## src/rtl/change_logger_defs.sv

```systemverilog
// Shared definitions for the change logger: FSM state encodings and
// drop-counter sizing.
package change_logger_defs;

   typedef enum logic {
      INIT = 1'b0,
      RUN  = 1'b1
   } state_t;

   localparam int                DROP_W   = 8;
   localparam logic [DROP_W-1:0] DROP_MAX = 8'd255;

endpackage

```

## src/rtl/change_logger_sync_fifo.sv

```systemverilog
// Synchronous FIFO holding timestamped events. Pointers carry an extra MSB
// so full and empty are distinguished without a separate counter. A push
// into a full FIFO is accepted only when a pop happens on the same edge.
module sync_fifo #(
   parameter int width = 18,
   parameter int depth = 4
) (
   input  logic                       clk,
   input  logic                       rst,
   input  logic                       push,
   input  logic [width-1:0]           din,
   input  logic                       pop,
   output logic [width-1:0]           dout,
   output logic                       full,
   output logic                       empty,
   output logic [$clog2(depth):0]     level
);

   localparam int             aw       = $clog2(depth);
   localparam logic [aw:0]    FULL_LVL = (aw + 1)'(depth);
   localparam logic [aw:0]    PTR_ONE  = {{aw{1'b0}}, 1'b1};

   logic [width-1:0] mem [depth];
   logic [aw:0]      wptr;
   logic [aw:0]      rptr;
   logic             do_push;
   logic             do_pop;

   assign level   = wptr - rptr;
   assign full    = (level == FULL_LVL);
   assign empty   = (wptr == rptr);
   assign do_pop  = pop && !empty;
   assign do_push = push && (!full || do_pop);
   assign dout    = empty ? '0 : mem[rptr[aw-1:0]];

   // Advance read/write pointers on accepted pushes and pops.
   always_ff @(posedge clk or posedge rst) begin
      if (rst) begin
         wptr <= '0;
         rptr <= '0;
      end else begin
         if (do_push) wptr <= wptr + PTR_ONE;
         if (do_pop)  rptr <= rptr + PTR_ONE;
      end
   end

   // Write event payload into storage; storage itself needs no reset.
   always_ff @(posedge clk) begin
      if (do_push) mem[wptr[aw-1:0]] <= din;
   end

endmodule

```

## src/rtl/change_logger.sv

```systemverilog
// Change logger: samples a bus every clock, turns value changes into
// {value, timestamp} events and queues them for a valid/ready consumer.
// Events arriving at a full FIFO with no simultaneous pop are dropped and
// accounted in a sticky overflow flag and a saturating drop counter.
module change_logger
   import change_logger_defs::*;
#(
   parameter int bsize = 1,
   parameter int depth = 4,
   parameter int tsize = 16
) (
   input  logic                      clk,
   input  logic                      rst,
   input  logic [bsize-1:0]          b,
   output logic                      out_valid,
   input  logic                      out_ready,
   output logic [bsize-1:0]          out_value,
   output logic [tsize-1:0]          out_time,
   output logic [$clog2(depth):0]    level,
   output logic                      overflow,
   output logic [DROP_W-1:0]         drop_cnt
);

   localparam int               fw     = bsize + tsize;
   localparam logic [tsize-1:0] TS_ONE = {{(tsize-1){1'b0}}, 1'b1};

   state_t           state;
   logic [bsize-1:0] prev;
   logic [tsize-1:0] ts;
   logic             event_vld;
   logic             pop;
   logic             drop;
   logic             fifo_full;
   logic             fifo_empty;
   logic [fw-1:0]    fifo_dout;

   function automatic logic [DROP_W-1:0] sat_inc(input logic [DROP_W-1:0] v);
      return (v == DROP_MAX) ? v : v + {{(DROP_W-1){1'b0}}, 1'b1};
   endfunction

   // The INIT cycle logs the bus unconditionally; afterwards only changes.
   assign event_vld = (state == INIT) || (b != prev);
   assign pop       = out_valid && out_ready;
   assign drop      = event_vld && fifo_full && !pop;

   assign out_valid = !fifo_empty;
   assign out_value = fifo_dout[fw-1:tsize];
   assign out_time  = fifo_dout[tsize-1:0];

   sync_fifo #(
      .width (fw),
      .depth (depth)
   ) u_fifo (
      .clk   (clk),
      .rst   (rst),
      .push  (event_vld),
      .din   ({b, ts}),
      .pop   (out_ready),
      .dout  (fifo_dout),
      .full  (fifo_full),
      .empty (fifo_empty),
      .level (level)
   );

   // State machine, free-running timestamp and drop accounting.
   always_ff @(posedge clk or posedge rst) begin
      if (rst) begin
         state    <= INIT;
         ts       <= '0;
         overflow <= 1'b0;
         drop_cnt <= '0;
      end else begin
         ts <= ts + TS_ONE;
         case (state)
            INIT:    state <= RUN;
            default: state <= RUN;
         endcase
         if (drop) begin
            overflow <= 1'b1;
            drop_cnt <= sat_inc(drop_cnt);
         end
      end
   end

   // Track the last logged value, even when its event was dropped.
   always_ff @(posedge clk) begin
      if (event_vld) prev <= b;
   end

endmodule

```

## config.mk

```make
export PLATFORM = sky130hd
export DESIGN_NAME = change_logger
export DESIGN_NICKNAME = d
export VERILOG_FILES = /design/src/rtl/change_logger_defs.sv /design/src/rtl/change_logger_sync_fifo.sv /design/src/rtl/change_logger.sv
export SDC_FILE = /design/constraint.sdc
export NUM_CORES = 1
export LEC_CHECK = 0
export ABC_AREA = 1
export CAP_MARGIN = 0
export CELL_PAD_IN_SITES_DETAIL_PLACEMENT = 1
export CELL_PAD_IN_SITES_GLOBAL_PLACEMENT = 2
export CORE_UTILIZATION = 39
export DETAILED_ROUTE_END_ITERATION = 6
export HOLD_SLACK_MARGIN = 0.08
export PLACE_DENSITY_LB_ADDON = 0.15
export SYNTH_ARGS = -nofsm -noshare
export SYNTH_HDL_FRONTEND = slang
export SYNTH_SLANG_ARGS = --single-unit
```

## constraint.sdc

```tcl
create_clock -name clk -period 3.8 [get_ports clk]
set_input_delay 0.57 -clock clk [delete_from_list [all_inputs] [get_ports clk]]
set_output_delay 0.57 -clock clk [all_outputs]
set_load 0.02 [all_outputs]
```

# After elaboration in Yosys (flattened, before gate mapping)
# Memory sizes are Yosys's and may differ from the RTL's.
# Index checks and enable logic that the tools add are counted.
# Widths: inputs -> output; s select.
# word_totals
regBits	33
mem_bits_rw	68
inputBits	4
mem_count	1
# mem_list
memory	words	word_bits	read_ports	rd_ports_with_merged_regs	wr	line_no	source
u_fifo.mem	4	17	1	0	1	change_logger_sync_fifo.sv:23	logic [width-1:0] mem [depth];
# op_classes
n_addsub	5
n_eq_ne	4
n_mux	3
bitwise_logic	2
n_reduce_logical	10
# op_table
op	count
$mux 17	1
$add 16x1->16 const B	1
$add 8x1->8 const B	1
$eq 8x8->1 const B	1
$add 3x1->3 const B	2
$logic_and 1x1->1	4
$eq 3x3->1	1
$eq 3x3->1 const B	1
$logic_not 1->1	3
$sub 3x3->3	1
$logic_or 1x1->1	2
$mux 1	2
$not 1->1	2
$reduce_and 2->1	1
$ne 1x1->1	1

# Depth between registers and ports, before layout
# Gate-level depths: netlist of the first run.
# depth
ltp_word	7
mapped_depth	11
ltp_nobuf	11

# Cells and area by module
# Synthesis of the first run repeated with hierarchy kept, for this count alone.
# hier_totals
cells_unflattened	421
hier_area_um2	4510.6
# by_module_without_submodules
module	instances	cells_each	area_per_inst_um2	seq_area_each_um2
sync_fifo	1	263	3120.5	2192.1
change_logger	1	158	1390.1	680.7

# Worst setup path before layout of the first run
# Ideal clock, no wire load.
# synth_path
path_type	reg2reg
startpoint	reg u_fifo.rptr[1]
endpoint	mem u_fifo.mem[0][0] in the netlist's numbering (enable)
setup_time_ps	391
arrival_ps	2381
setup_slack_ps	1028
stages_incl_launch_ff	11
path_buffers	2
synth_period_minus_slack_ps	2772
path_cell_list	dfrtp_1 buf_2 inv_2 buf_2 ha_1 nand2_1 nand3b_4 nand2_8 nand2_4 nand2_4 nor2_1
# synth_between
elab_chain_cells	7
word_cells_on_any_way	10
classes_between	1 x add/sub; 2 x eq/ne; 2 x mux; 5 x reduce/logical
# synth_rtl
item	line_no	source
start: declaration	change_logger_sync_fifo.sv:25	logic [aw:0] rptr;
start signal: assignment	change_logger_sync_fifo.sv:43	if (do_pop) rptr <= rptr + PTR_ONE;
$eq 3x3->1	change_logger_sync_fifo.sv:31	assign empty = (wptr == rptr);
$logic_not 1->1	n/a	
named net out_valid	change_logger.sv:15	output logic out_valid,
$logic_and 1x1->1	change_logger_sync_fifo.sv:32	assign do_pop = pop && !empty;
$logic_or 1x1->1	change_logger_sync_fifo.sv:33	assign do_push = push && (!full || do_pop);
$logic_and 1x1->1	change_logger_sync_fifo.sv:33	
$mux 1	change_logger_sync_fifo.sv:49	if (do_push) mem[wptr[aw-1:0]] <= din;
$mux 1 (not written as such)	change_logger_sync_fifo.sv:49	
end: declaration	change_logger_sync_fifo.sv:23	
# The timed path passes the listed nets, and every way through them passes these cells.

# Worst setup path in the final report of the first run
# layout_path
startpoint	reg u_fifo.rptr[1]
endpoint	out out_time[5]
# layout_between
elab_chain_cells	2
word_cells_on_any_way	3
classes_between	1 x eq/ne; 1 x mux; 1 x memory
# layout_rtl
item	line_no	source
$mem_v2 4x17 / $eq 3x3->1 (equally long branches)	n/a	
$mux 17 (*)	change_logger_sync_fifo.sv:34	assign dout = empty ? '0 : mem[rptr[aw-1:0]];
end: declaration	change_logger.sv:18	output logic [tsize-1:0] out_time,
# Mark *: on every way between the ends. The rest lies on a longest branch, timed or not.

==> results of run 1 <==
==> report_power, final <==
part           switching [mW]  total [mW]  internal [mW]
Clock                   0.387       0.831          0.444
Sequential              0.114        1.62           1.51
Combinational            1.38        2.23          0.858
==> per-layer routing <==
layer	track usage [%]	share of wire (%)	vias up
li1	-	-	1452
met1	24.4	47	1518
met2	30.7	49	33
met3	3.56	2.5	7
met4	4.29	0.90	0
met5	0	0	-
==> final cells by class <==
cell class	count	area share (%)
Clock buffer	12	4.48
Clock inverter	4	0.474
Inverter	35	2.49
Multi-Input combinational cell	261	27.4
Sequential cell	101	54.4
Tap cell	140	3.32
Timing Repair Buffer	41	7.40
==> worst paths after layout <==
kind	depth (start not counted)	end
setup / recovery	7	out_time[5]
hold / removal	1	overflow
setup reg to reg	11	u_fifo.mem[3][6]
hold reg to reg	1	overflow
max in group asynchronous	3	ts[0]
min in group asynchronous	3	ts[15]
==> layout by cell type, fill, tap and decap left out, types with 2 or more instances in the layout <==
master,instances
inv_2,4
ha_1,9
edfxtp_1,69
nand2_2,4
inv_1,31
nor3_1,2
dfrtp_1,32
a21oi_1,17
nor2_1,88
buf_4,8
clkdlybuf4s50_1,33
nand2_1,45
o21ai_0,33
nand3_1,9
nand3_2,3
nand4_1,14
clkbuf_16,9
clkbuf_1,3
nand2_4,4
xor2_1,15
xnor2_1,4
==> cells by family after synthesis <==
logic type / Yosys count
adder cells (fa/ha/maj): 10
XOR/XNOR: 19
buffers and inverters: 47
other: 1
AO/OA/AOI/OAI: 54
AND/OR/NAND/NOR: 177
flip-flops: 101
==> worst reg2reg max path, cell delays in order, from the launching register on <==
cell and delay [ns]:
dfrtp_1 0.39, inv_1 0.11, ha_1 0.20, fa_1 0.41, inv_1 0.09, nand3_2 0.11, nand2_4 0.11, nor2_8 0.05
nand2_4 0.09, nand2_4 0.08, nor2_1 0.10, buf_4 0.30
==> registers in the layout, summed over array words and instances (netlist names) <==
register,count
u_fifo.mem,68
ts,16
drop_cnt,8
u_fifo.rptr,3
u_fifo.wptr,3
overflow,1
prev,1
state,1
==> stage by stage <==
stage	worst slack [ns]	hold slack [ns]
after floorplan	1.03	0.486
after detailed placement	1.01	0.473
final	0.693	0.487
after CTS	0.634	0.493
after global placement	1.09	0.462
after global routing	0.511	0.513
==> impl_metrics.ini, run 1 <==
[timing]
finalCriticalPeriod_ns = 3.11
setup_viol = 0
hold_violations = 0
min_period_over_period_pct = 81.8
fin_skew_ns = 0.00524
tightest_slew_ns = 0.641
setup_tns_ns = 0
slew_headroom_pct = 57.2
fmax_mhz = 322
timing.final.max_slew_violations = 0
rsz0062_at_grt = no

[floorplan]
core_um2 = 11100
dieHeight_um = 110
die_w_um = 110
floorplan.initialDensity_pct = 40.9
ioPinCount = 34
die_area_um2 = 12000
rows = 38

[cells_and_area]
multi_input_area_um2 = 1450
stdcell_count = 594
drive_gt1_share_pct = 9.91
nFillCells = 1232
postLayoutCellArea_um2 = 5280
diodes = 0
seq_area_um2 = 2870
post-route-util_pct = 47.6
syn2layout_area_growth_pct = 16.6
fin_nets = 463

[min_path]
hold_path.class = reg2reg
hp-start = overflow

[clock_network]
clkSinkCount = 101
cts_setup_buffers = 0
clk_pin_slew_worst_paths_ns = 0.07
clk_path_buf_depth = 2
clk_latency_ns = 0.34
hold_buffers = 0
cts-root-buf = clkbuf_16
numCtsBuffers = 9
cts_resized = 0
htree_levels = 3
cts_tree = built

[synth]
synth_simple_gate_area_share_pct = 19.1
yosysTopAreaCellShare_pct = 45.8
synth_edf_count = 69
netlist_area_um2 = 4530
yosysMostFrequentCell = nor2_1
ys_top_cells_by_area = edfxtp_1 46%, dfrtp_1 18%, nor2_1 7.3%
avgSynthCellArea_um2 = 11.1
synth_top_area_cell = edfxtp_1
synth_flop_cell = edfxtp_1
synthAdderAreaFrac_pct = 2.93
syn_inst = 409
syn-num-nets = 423
synthTopCellsByCount = 88 x nor2_1, 69 x edfxtp_1, 45 x nand2_1
ys_ff_latch = 101
synth_warnings = 0
synth_top_family_by_area = simple AND/OR/NAND/NOR gates
synth_compound_area_share_pct = 6.19
async_reset_ff_share_pct = 31.7
synth_xor_area_share_pct = 3.68
synth_mux_area_share_pct = 0
ys_seq_area_share_pct = 63.5
ys_types = 36

[route]
drtAntennaViolNets = 0
drt_first_pass_iters = 4
drc = 0
routed_via_density = 5.07
wl_per_cell_um = 16.5
num_vias = 3010
drtIter0Drc = 111
drt-total-wl_mm = 9.80

[pwr]
total_power_mw = 4.69
ir_drop_mv = 0.358
p_leak_nw = 2.14
power.density_nw_per_um2 = 888

[global_routing]
grt_pass1_wl_mm = 16.3
grt_pass1_vias = 3178
antenna_found_initial = 0
grt_max_degree = 35
track_usage_pct = 18.3
grt_overflow = 0

[worst_setup_path]
worstPathRequired_ns = 3.23
path_buf_inv = 3
crit_top_cell = inv_2
crit_path_end_kind = primary output
path_delay_family = buffers and inverters
startpoint_type = flip-flop
timing.rr.start = u_fifo.wptr[0]
reg2reg_slack_ns = 1.41
max_stage_delay_ns = 0.62
startpoint = u_fifo.rptr[1]
crit_fanout = 19
slowest_stage = clkdlybuf4s50_1
worstPathCellList = inv_2 -> ha_1 -> nand2_1 -> nand3b_4 -> inv_2 -> a21oi_1 -> clkdlybuf4s50_1
path_class = reg2out
cp.arrival_ns = 2.54

[place]
io_buffers = 33
gp_congestion = 0.718
numPlacedInstances = 578
hpwl_mm = 6.36
place_area_um2 = 5020

[run_status]
status = completed

[job]
drv_cap = 0
Power figures use the tool's default switching activity.
==> run 2, diff against run 1 <==
--- a/config.mk
+++ b/config.mk
@@ -9,7 +9,7 @@
 export CAP_MARGIN = 0
 export CELL_PAD_IN_SITES_DETAIL_PLACEMENT = 1
 export CELL_PAD_IN_SITES_GLOBAL_PLACEMENT = 2
-export CORE_UTILIZATION = 39
+export CORE_UTILIZATION = 35
 export DETAILED_ROUTE_END_ITERATION = 6
 export HOLD_SLACK_MARGIN = 0.08
 export PLACE_DENSITY_LB_ADDON = 0.15
==> constraint.sdc (replaced) <==
create_clock -name clk -period 2.5 [get_ports clk]
set_input_delay 0.375 -clock clk [delete_from_list [all_inputs] [get_ports clk]]
set_output_delay 0.375 -clock clk [all_outputs]
set_load 0.02 [all_outputs]
==> run 2 against run 1 <==
Worst setup slack got worse by 0.54 ns. Design area increased by 3.5%. Count of clock-buffer cells in the layout decreased by 2. Combinational power increased by 53%. Final cell count increased by 6.9%. Flip-flop and latch count unchanged. Clock skew increased by 0.0039 ns. Utilization decreased by 4.4 points. Sequential share of layout area decreased by 1.8 points. Global-route usage decreased by 2.2 points. Highest routed layer unchanged.
==> impl_metrics.ini, run 2 (same netlist as run 1, synthesis figures left out) <==
[run_status]
status = completed

[cells_and_area]
post-route-util_pct = 43.3
largest_reg_flops = 68
stdcell_count = 635
final_cell_mix = 87 x nor2_1, 69 x edfxtp_1, 45 x nand2_1
syn2layout_area_growth_pct = 20.7
fin_nets = 472
layout_commonest_cell = nor2_1
nFillCells = 1431
diodes = 0
drive_gt1_share_pct = 13.0

[worst_setup_path]
path_buf_inv = 4
cp.arrival_ns = 1.98
max_stage_delay_ns = 0.37
slowest_stage = dfrtp_1
worstPathCellList = inv_1 -> ha_1 -> fa_2 -> inv_1 -> nand3_2 -> nand2_4 -> inv_1 -> dlygate4sd2_1
path_class = reg2out
crit_fanout = 3
startpoint_type = flip-flop
worstPathRequired_ns = 2.12
crit_path_end_kind = primary output
crit_top_cell = inv_1
path_delay_family = adder cells

[clock_network]
cts_tree = built
hold_buffers = 0
clk_pin_slew_worst_paths_ns = 0.07
htree_levels = 3
cts-root-buf = clkbuf_16
clk_path_buf_depth = 2
clkSinkCount = 101
numCtsBuffers = 9
clk_latency_ns = 0.35

[place]
hpwl_mm = 6.48
gp_congestion = 0.717
numPlacedInstances = 618
io_buffers = 33

[route]
drtIter0Drc = 84
drc = 0
drt-total-wl_mm = 9.70
num_vias = 2935
drt_first_pass_iters = 4
routed_via_density = 4.62
drtAntennaViolNets = 0
wl_per_cell_um = 15.3

[global_routing]
grt_pass1_vias = 3030
antenna_found_initial = 0
grt_max_degree = 33
grt_overflow = 0
track_usage_pct = 16.1
grt_pass1_wl_mm = 15.9

[floorplan]
core_um2 = 12600
dieHeight_um = 116
floorplan.initialDensity_pct = 35.9
rows = 41
ioPinCount = 34
die_area_um2 = 13400
die_w_um = 116

[timing]
setup_tns_ns = 0
fmax_mhz = 425
min_period_over_period_pct = 94.0
rsz0062_at_grt = no
fin_skew_ns = 0.00919
setup_viol = 0
hold_violations = 0
finalCriticalPeriod_ns = 2.35
hold_ws_ns = 0.432
timing.final.max_slew_violations = 0

[pwr]
p_comb_share_pct = 47.3
p_clk_share_pct = 18.7
p_leak_nw = 2.24
cell_internal_pwr_mw = 4.27
swShare_pct = 41.0
p_seq_share_pct = 34.0
power.density_nw_per_um2 = 1320
power_switching_mw = 2.97
ir_drop_mv = 0.914

[min_path]
hold_path.class = in2async

[job]
drv_cap = 0
==> run 2: cell count changes in the layout (fill, tap and decap cells not counted), moves of 2 or more <==
cell             before  now
clkdlybuf4s50_1      33   13
clkinv_4              0    2
buf_4                 8   12
clkbuf_1              3    0
buf_12                0    5
inv_8                 0    2
dlygate4sd2_1         0   20
==> run 2: timing repair <==
item	CTS	global route
pin swaps	0	0
gates resized for setup	21	2
setup endpoints to repair	19	16
setup buffers	0	1
==> run 2: path summary, 6_finish.rpt <==
check                                     from           endpoint  cells past startpoint  slack, ns
worst min register to register        overflow           overflow                      1       0.49
worst min-delay path                       rst        drop_cnt[4]                      3       0.43
worst max register to register  u_fifo.wptr[0]  u_fifo.mem[0][14]                      9       0.23
min in group clk                      overflow           overflow                      1       0.49
worst max-delay path            u_fifo.wptr[0]           level[2]                      8       0.15
max in group asynchronous                  rst              ts[5]                      3       1.75
==> run 2: final cells by class <==
| cell class | instances | area [µm²] | share of cell area, % |
|---|---|---|---|
| sequential | 101 | 2870 | 52.6 |
| multi-input combinational | 261 | 1450 | 26.6 |
| timing repair buffer | 50 | 495 | 9.07 |
| clock buffer | 10 | 239 | 4.37 |
| tap | 172 | 215 | 3.94 |
| inverter | 35 | 134 | 2.45 |
| clock inverter | 6 | 55.1 | 1.01 |
==> run 2: worst reg2reg max path: cells and delay by family (launching register included) <==
family	cells	cell delay, ns
AND/OR/NAND/NOR	5	0.65
adder cells (fa/ha/maj)	2	0.64
flip-flops	1	0.40
buffers and inverters	2	0.28
==> run 2: power groups by stage <==
| stage | sequential [mW] | clock [mW] | combinational, mW |
|---|---|---|---|
| final | 2.46 | 1.35 | 3.42 |
| after global routing | 2.50 | 1.44 | 3.80 |
| after CTS | 2.47 | 1.39 | 3.48 |
| after detailed placement | 2.51 | 0 | 3.72 |
| after global placement | 2.48 | 0 | 3.70 |
| after floorplan | 2.49 | 0 | 2.14 |
==> run 2: layer usage <==
metal / share of wire [%] / routed length [µm] / GRT usage (%) / up-vias
met1: 47 / 4570 / 20.6 / 1419
met5: 0 / 0 / 0 / -
met2: 49 / 4790 / 27.5 / 32
li1: - / - / - / 1473
met3: 1.8 / 173 / 2.04 / 11
met4: 1.8 / 173 / 7.18 / 0
==> run 2: through the flow <==
| step | setup slack (ns) | power, mW | area (µm²) |
|---|---|---|---|
| after floorplan | -0.272 | 4.63 | 4530 |
| after global placement | 0.0423 | 6.18 | 5180 |
| after detailed placement | 0.0490 | 6.23 | 5180 |
| after CTS | 0.0306 | 7.34 | 5450 |
| after global routing | 0.0552 | 7.74 | 5460 |
| final | 0.149 | 7.23 | 5460 |
